File: src/rtl/hazard_ctrl.sv
// Pipeline hazard controller for the 5-stage core (IF/ID/EX/MEM/WB).
// It keeps a register scoreboard and stalls ID on RAW hazards, since the core has no forwarding.
// It squashes wrong-path instructions when EX resolves a taken branch.
// It sequences HALT: stop fetch, drain the pipe, then park in HALTED until reset.
module hazard_ctrl #(
   parameter int NREG      = 16,
   parameter bit ZERO_REG  = 1'b1,
   parameter bit WB_BYPASS = 1'b1,
   parameter int DRAIN_CYC = 3,
   localparam int RW       = $clog2(NREG)
) (
   input  logic            clk,
   input  logic            rst,
   input  logic            id_valid,
   input  logic [RW-1:0]   id_rs1,
   input  logic [RW-1:0]   id_rs2,
   input  logic [RW-1:0]   id_rs3,
   input  logic [2:0]      id_rs_used,
   input  logic [RW-1:0]   id_rd,
   input  logic            id_reg_write_en,
   input  logic            id_stop,
   input  logic            branch_taken_ex,
   input  logic            wb_reg_write_en,
   input  logic [RW-1:0]   wb_rd,
   output logic            stall,
   output logic            flush_if_id,
   output logic            bubble_id_ex,
   output logic            stop,
   output logic            halted,
   output logic [NREG-1:0] busy_regs,
   output logic [15:0]     stall_cnt
);

   localparam int DCW = (DRAIN_CYC > 1) ? $clog2(DRAIN_CYC + 1) : 1;
   localparam logic [DCW-1:0] DRAIN_LOAD = DCW'(DRAIN_CYC);

   typedef enum logic [1:0] {
      S_RUN,
      S_DRAIN,
      S_HALTED
   } state_t;

   state_t           r_state;
   state_t           w_state_nxt;
   logic [DCW-1:0]   r_drain_cnt;
   logic [DCW-1:0]   w_drain_nxt;
   logic [NREG-1:0]  r_busy;
   logic [NREG-1:0]  w_busy_nxt;
   logic [15:0]      r_stall_cnt;

   logic [2:0][RW-1:0] w_rs;
   logic w_hazard;
   logic w_issue;
   logic w_set;
   logic w_stall;
   logic w_flush;
   logic w_bubble;
   logic w_stop;
   logic w_halted;

   assign w_rs = {id_rs3, id_rs2, id_rs1};

   // RAW detection: any enabled source whose register still has a write in flight.
   always_comb begin
      // NOTE: every always_comb output gets a default first so no path leaves it unassigned (no latch).
      w_hazard = 1'b0;
      for (int i = 0; i < 3; i++) begin
         if (id_rs_used[i] && r_busy[w_rs[i]]
             && !(WB_BYPASS && wb_reg_write_en && (wb_rd == w_rs[i]))
             && !(ZERO_REG && (w_rs[i] == '0)))
            w_hazard = 1'b1;
      end
   end

   // Next-state and control outputs for RUN / DRAIN / HALTED.
   always_comb begin
      w_state_nxt = r_state;
      w_drain_nxt = r_drain_cnt;
      w_stall     = 1'b0;
      w_flush     = 1'b0;
      w_bubble    = 1'b0;
      w_stop      = 1'b0;
      w_halted    = 1'b0;
      w_issue     = 1'b0;
      case (r_state)
         S_RUN: begin
            // Branch flush outranks the stall: the stalled instruction is on the wrong path anyway.
            w_stall  = id_valid & w_hazard & ~branch_taken_ex;
            w_flush  = branch_taken_ex;
            w_bubble = w_stall | branch_taken_ex;
            w_issue  = id_valid & ~w_stall & ~branch_taken_ex;
            if (w_issue && id_stop) begin
               w_state_nxt = S_DRAIN;
               w_drain_nxt = DRAIN_LOAD;
            end
         end
         S_DRAIN: begin
            w_stop      = 1'b1;
            w_flush     = 1'b1;
            w_bubble    = 1'b1;
            w_drain_nxt = (r_drain_cnt != '0) ? r_drain_cnt - 1'b1 : '0;
            // The counter holds the drain cycles still owed including this one, so the
            // pipe is empty once the decremented value reaches zero.
            if ((w_drain_nxt == '0) && (r_busy == '0))
               w_state_nxt = S_HALTED;
         end
         S_HALTED: begin
            w_stop   = 1'b1;
            w_halted = 1'b1;
            w_flush  = 1'b1;
            w_bubble = 1'b1;
         end
         default: w_state_nxt = S_RUN;
      endcase
   end

   // HALT travels down the pipe as a non-writing instruction; r0 is never tracked.
   assign w_set = w_issue & id_reg_write_en & ~id_stop & (!ZERO_REG || (id_rd != '0));

   // Scoreboard update: WB clears, issue sets; a same-register set wins over the clear.
   always_comb begin
      w_busy_nxt = r_busy;
      if (wb_reg_write_en)
         w_busy_nxt[wb_rd] = 1'b0;
      if (w_set)
         w_busy_nxt[id_rd] = 1'b1;
   end

   // FSM state register with drain counter.
   always_ff @(posedge clk) begin
      // NOTE: sequential state uses non-blocking assignments so every register samples pre-edge values.
      if (rst) begin
         r_state     <= S_RUN;
         r_drain_cnt <= '0;
      end else begin
         r_state     <= w_state_nxt;
         r_drain_cnt <= w_drain_nxt;
      end
   end

   // Scoreboard and saturating stall counter.
   always_ff @(posedge clk) begin
      // NOTE: the scoreboard is a flop vector, not a RAM, so it is reset like any other control state.
      if (rst) begin
         r_busy      <= '0;
         r_stall_cnt <= '0;
      end else begin
         r_busy <= w_busy_nxt;
         if (w_stall && (r_stall_cnt != 16'hFFFF))
            r_stall_cnt <= r_stall_cnt + 16'd1;
      end
   end

   // Control outputs are forced low while reset is held.
   assign stall        = w_stall  & ~rst;
   assign flush_if_id  = w_flush  & ~rst;
   assign bubble_id_ex = w_bubble & ~rst;
   assign stop         = w_stop   & ~rst;
   assign halted       = w_halted & ~rst;
   assign busy_regs    = r_busy;
   assign stall_cnt    = r_stall_cnt;

endmodule

File: config.mk
export PLATFORM = sky130hd
export DESIGN_NAME = hazard_ctrl
export DESIGN_NICKNAME = d
export VERILOG_FILES = /design/src/rtl/hazard_ctrl.sv
export SDC_FILE = /design/constraint.sdc
export NUM_CORES = 1
export LEC_CHECK = 0
export BUFFER_PORTS_ARGS = -buffer_cell sky130_fd_sc_hd__buf_2
export CELL_PAD_IN_SITES_DETAIL_PLACEMENT = 0
export CELL_PAD_IN_SITES_GLOBAL_PLACEMENT = 1
export CORE_UTILIZATION = 42
export CTS_CLUSTER_SIZE = 25
export DETAILED_ROUTE_END_ITERATION = 7
export HOLD_SLACK_MARGIN = 0.03
export PLACE_DENSITY = 0.82
export SLEW_MARGIN = 0
export SYNTH_ARGS = -nofsm -noshare
export SYNTH_HDL_FRONTEND = slang
export SYNTH_SLANG_ARGS = --single-unit
File: constraint.sdc
create_clock -name clk -period 4.25 [get_ports clk]
set_clock_uncertainty 0.05 [all_clocks]
set_input_delay 0.6375 -clock clk [delete_from_list [all_inputs] [get_ports clk]]
set_output_delay 0.6375 -clock clk [all_outputs]
set_load 0.01 [all_outputs]
==> After elaboration in Yosys (flattened, before gate mapping) <==
Index checks and enable logic that the tools add are counted.
{ "op_classes": {"addsub": 2, "n_lt_le_gt_ge": 7, "eq_ne": 8, "n_mux": 27, "n_bitwise": 21, "reduce_logical": 35} }
{ "op_table": {"columns": ["operator", "n"], "rows": [
  ["16-bit two-way mux", 2],
  ["4-bit by 5-bit less-than comparator with 1-bit output, second input constant", 5],
  ["1-bit logical AND", 17],
  ["16-bit by 1-bit adder with 16-bit output, second input constant", 1],
  ["16-bit AND", 1],
  ["16-bit logical NOT", 1],
  ["16-bit inequality test, second input constant", 1],
  ["16-bit inverter", 1],
  ["16-bit bitwise OR", 1],
  ["1-bit AND", 12],
  ["1-bit binary-select mux with 4-bit select", 3],
  ["4-bit == test", 3],
  ["4-bit logical NOT", 3],
  ["1-bit two-way mux", 12],
  ["1-bit demux with 4-bit select", 2],
  ["4-bit by 1-bit greater-or-equal comparator with 1-bit output, second input constant", 2],
  ["2-bit two-way mux", 4],
  ["1-bit logical NOT", 6],
  ["2-bit case mux with 3 select lines", 1],
  ["1-bit inverter", 5],
  ["2-bit logical NOT", 2],
  ["2-bit inequality test, second input constant", 2],
  ["1-bit case mux with 2 select lines", 2],
  ["2-bit case mux with 2 select lines", 1],
  ["9 further kinds", 10]
]} }
{ "totals": {"register_bits": 36, "input_bits": 30, "out_inout_bits": 37, "wordCells": 104} }

==> Longest topological paths before layout <==
{ "logic_depth": {"word_depth": 18, "ltp_mapped": 9, "depth_no_buf": 7} }

==> Least setup slack after synthesis <==
OpenSTA, ideal clock, no wires.
{ "synth_timing": {"path_kind": "input -> output", "from": "input id_rs3[0]", "to": "output bubble_id_ex", "arrival_ps": 2525, "required_ps": 3562, "setup_slack_ps": 1038, "stages": 7, "cell_sequence": "buf_4 mux4_2 and2_1 a211oi_2 a211oi_4 o21ai_0 a2111oi_0"} }
{ "synth_via": {"elab_chain_len": 11} }
{ "synth_rtl": {"columns": ["element", "line_no", "text"], "rows": [
  ["from (decl)", "17", "input logic [RW-1:0] id_rs3,"],
  ["1-bit binary-select mux with 4-bit select / 4-bit == test (equally long branches)", "68, 69", null],
  ["1-bit two-way mux (not written as such) / 1-bit logical AND (equally long branches)", "68, 69", null],
  ["1-bit logical AND / 1-bit logical NOT (equally long branches)", "68, 69", null],
  ["1-bit logical AND", "69", "&& !(WB_BYPASS && wb_reg_write_en && (wb_rd == w_rs[i]))"],
  ["1-bit logical AND *", "70", "&& !(ZERO_REG && (w_rs[i] == '0)))"],
  ["1-bit two-way mux *", "68", "if (id_rs_used[i] && r_busy[w_rs[i]]"],
  ["1-bit AND * (2 in series)", "88", "w_stall = id_valid & w_hazard & ~branch_taken_ex;"],
  ["1-bit bitwise OR *", "90", "w_bubble = w_stall | branch_taken_ex;"],
  ["1-bit case mux with 2 select lines *", "85", "case (r_state)"],
  ["1-bit AND *", "157", "assign bubble_id_ex = w_bubble & ~rst;"],
  ["to (decl)", "27", "output logic bubble_id_ex,"]
]} }
Every way passes the cells marked *; elsewhere a longest branch is shown, timed or not. The select of a mux whose other input is x is not followed.

==> Worst setup path in the final report <==
{ "layout_timing": {"from": "input wb_rd[2]", "to": "output bubble_id_ex"} }
{ "layout_via": {"elab_chain_len": 13} }
{ "layout_rtl": {"columns": ["element", "line_no", "text"], "rows": [
  ["from (decl)", "24", "input logic [RW-1:0] wb_rd,"],
  ["4-bit == test", "69", null],
  ["1-bit logical AND", "69", null],
  ["1-bit logical NOT", "69", null],
  ["1-bit logical AND", "69", null],
  ["1-bit logical AND", "70", null],
  ["1-bit two-way mux (2 in series)", "68", null],
  ["1-bit two-way mux *", "68", null],
  ["1-bit AND * (2 in series)", "88", null],
  ["1-bit bitwise OR *", "90", null],
  ["1-bit case mux with 2 select lines *", "85", null],
  ["1-bit AND *", "157", null]
]} }
Every way passes the cells marked *; elsewhere a longest branch is shown, timed or not.

==> results by group <==
Run status
  – Run status: finished clean

Floorplan
  – Die span in x: 79.11 um
  – Die area: 0.006258 mm^2
  – Row count: 27
  – Initial Utilization: 44.53%
  – CORE AREA: 0.005608 mm^2
  – # IOs: 67
  – Die H: 79.11 um

CTS
  – Clock latency on the worst-skew pair: 0.29 ns
  – Post_cts resized: 0
  – Clock buffer depth: 2
  – Post-CTS Setup Bufs: 0
  – CTS tree: built
  – Root buffer cell: clkbuf_8
  – CTS clk-pin slew, worst paths: 0.07 ns
  – Hold Buf Count CTS: 0
  – H-tree depth: 2
  – Num CTS Buffers: 5
  – Clk sinks: 36

Route
  – Detail Route Antenna Nets: 0
  – Iter 0 DRT Violations: 269
  – DRT Pass-1 Iters: 4
  – DRC viols: 0
  – Via count: 2,439
  – Wire per inst: 16.81 um
  – Avg Vias per Cell: 6.037
  – Routed WL: 6.793 mm

STA
  – Fmax: 0.3041 GHz
  – Final worst path period share: 77.36%
  – Final setup fails: 0
  – Slew headroom: 55.70%
  – Final Max Slew Viols: 0
  – Setup TNS: 0 ns
  – RSZ-0062 raised after global routing: false
  – Final Hold Vio Count: 0
  – Slew @ Worst Pin: 0.6552 ns
  – Tmin final: 3.288 ns

Cells and area
  – Final Instance Area: 0.002935 mm^2
  – ANT cells: 0
  – Area grow syn2layout: 17.54%
  – Final #Nets: 367
  – FF+latch area: 720.7 um^2
  – Fill cells: 553
  – Area of the multi-input gates: 0.001657 mm^2
  – Layout cell share with drive strength beyond 1: 31.02%

Global route
  – Initial antenna violation count: 0
  – Number of global-route vias before repair: 2,148
  – Met3 Resource Use GR: 4.023%
  – First-pass GRT wire length: 10.67 mm
  – Total Routing Usage GR: 22.02%
  – Pin count of the biggest net entering global routing: 30
  – Met2 Use GR: 34.74%
  – Global route hottest layer: met2
  – GR Overflow Total: 0
  – Met1 usage: 30.06%

Hold path
  – Worst Hold Path EP: stall_cnt[6]
  – Hold Crit Depth: 2
  – Worst hold path class: reg2reg
  – Min-delay src: stall_cnt[6]

Synthesis
  – Syn Nets: 310
  – Post-Syn Area: 0.002497 mm^2
  – Count of cell types in the netlist: 61
  – Synth top area cells: dfxtp_1 (29%), mux4_2 (9.9%), xor2_1 (3.9%)
  – Synth Register Bits: 36
  – Post-synth EDFFs: 0
  – Dominant cell type by area after synthesis: dfxtp_1
  – Share of the synthesized area in the top cell type: 28.86%
  – Post-synth top flop: dfxtp_1
  – Most used standard cell by instance count after synthesis: dfxtp_1
  – Synth top cells by count: dfxtp_1 (36), nand2_1 (16), nor2_1 (15)
  – Share of synthesized registers carrying an async set or reset: 0%
  – Sequential area share after synthesis: 28.86%
  – Yosys warning count: 0
  – Avg Synthesized Cell Area: 9.081 um^2
  – Cells after synthesis: 275

Worst setup path
  – Register-to-Register Path Depth: 7
  – CP bufs+invs: 2
  – RR Endpoint: stall_cnt[10]
  – Reg2reg start: busy_regs[13]
  – Crit path capture type: primary output
  – Worst EP required: 3.56 ns
  – CP cell instances: buf_2, xor2_1, nor3_1, a31o_2, a211oi_4, o21ai_0, a2111oi_0, buf_2
  – Cell family with most CP delay: compound AO/OA/AOI/OAI gates
  – Kind of critical path: in2out
  – Worst Path Arrival: 2.60 ns
  – Crit-path max FO: 13
  – Worst path most repeated cell: buf_2
  – Slowest stage delay, CP: 0.46 ns
  – Critical Path Start Type: input pin
  – R2R setup slack: 1.61 ns
  – Slowest CP cell: a211oi_4

Power
  – Reg power frac: 47.4%
  – Maximum vdd drop: 0.0001986 V
  – Int Pwr: 530.9 uW
  – Power per Cell Area: 248.1 mW/mm^2
  – Gate power share: 15.5%
  – Net Sw Frac: 27.11%
  – Sw Pwr: 197.5 uW
  – Part of the power in the clock network: 37.1%
  – Pleak: 0.001153 uW

Placed design
  – Post-DP HPWL: 5.012 mm
  – Post-DP Area: 0.002839 mm^2
  – Port bufs: 66
  – GP Congestion: 0.8969

Flow run
  – Max_cap viols: 0
## cells by family (layout without fill, tap and decap cells)
family / Yosys count / in the layout / share of synthesized area (%)
compound gates: 78 / 78 / 23.30
flops: 36 / 36 / 28.86
fa+ha+maj: 5 / 5 / 2.505
buf+inv: 27 / 84 / 4.809
simple gates: 96 / 96 / 21.59
xor+xnor: 14 / 14 / 4.910
mux: 19 / 19 / 14.03
## cells in the final DEF, fill, tap and decap left out, types with 6 or more instances in the layout
cell and n:
buf_2 66, dfxtp_1 36, nand2_1 16, nor2_1 15
o21ai_0 13, nand3_1 13, a21oi_1 12, mux4_2 11
xor2_1 11, o211ai_1 11, inv_1 10, o21ai_1 7
clkbuf_8 7, nand3b_1 6, o31ai_1 6, nor4_1 6
or4_1 6
## metal layers
metal	vias up	share of wire (%)
met1	1174	45
met3	10	5.8
li1	1170	-
met4	0	1.2
met2	85	47
met5	-	0
## layout make-up
cell class	count	share of cell area [%]
tap	72	3.069
sequential	36	24.55
inverter	11	1.407
timing repair buffer	66	11.25
multi-input combinational	212	56.44
clock buffer	7	3.282
## power groups by stage
stage	clock network, uW	logic (uW)	registers (uW)
6_report	270	113	345
5_1_grt	294	125	345
4_1_cts	276	113	345
3_5_place_dp	0	113	352
3_3_place_gp	0	111	353
2_1_floorplan	0	77.0	352
## stage by stage
stage          hold WS (ns)  cells  utilization (%)  setup WS [ns]  total power, uW
6_report             0.4566    404            52.34         0.9621            728.4
4_1_cts              0.4600    404            52.34         0.9503            734.3
5_1_grt              0.4852    404            52.34         0.7789            763.5
3_5_place_dp         0.4505    397            50.62         0.9492            465.1
3_3_place_gp         0.4304    397            50.62          1.001            463.7
2_1_floorplan        0.4338    275                -          1.038            428.8
## sequential cells by signal, summed over array words and instances (netlist names)
signal       cells
busy_regs       16
r_drain_cnt      2
r_state          2
stall_cnt       16
## worst register-to-register path: cells and delay by family, from the launching register on
kind	cells	cell delay [ns]
simple gates	1	0.14
compound gates	2	0.68
mux	4	1.26
flops	1	0.40
## worst max path at each step
stage	from	end	slack (ns)	cells past startpoint
finish	wb_rd[2]	bubble_id_ex	0.96	8
CTS	wb_rd[2]	bubble_id_ex	0.95	8
global placement	wb_rd[2]	bubble_id_ex	1.00	8
floorplan	id_rs3[0]	bubble_id_ex	1.04	7
global route	wb_rd[2]	bubble_id_ex	0.78	8
detailed placement	id_rs3[0]	bubble_id_ex	0.95	8
No activity file was read; power rests on OpenSTA's default activity.
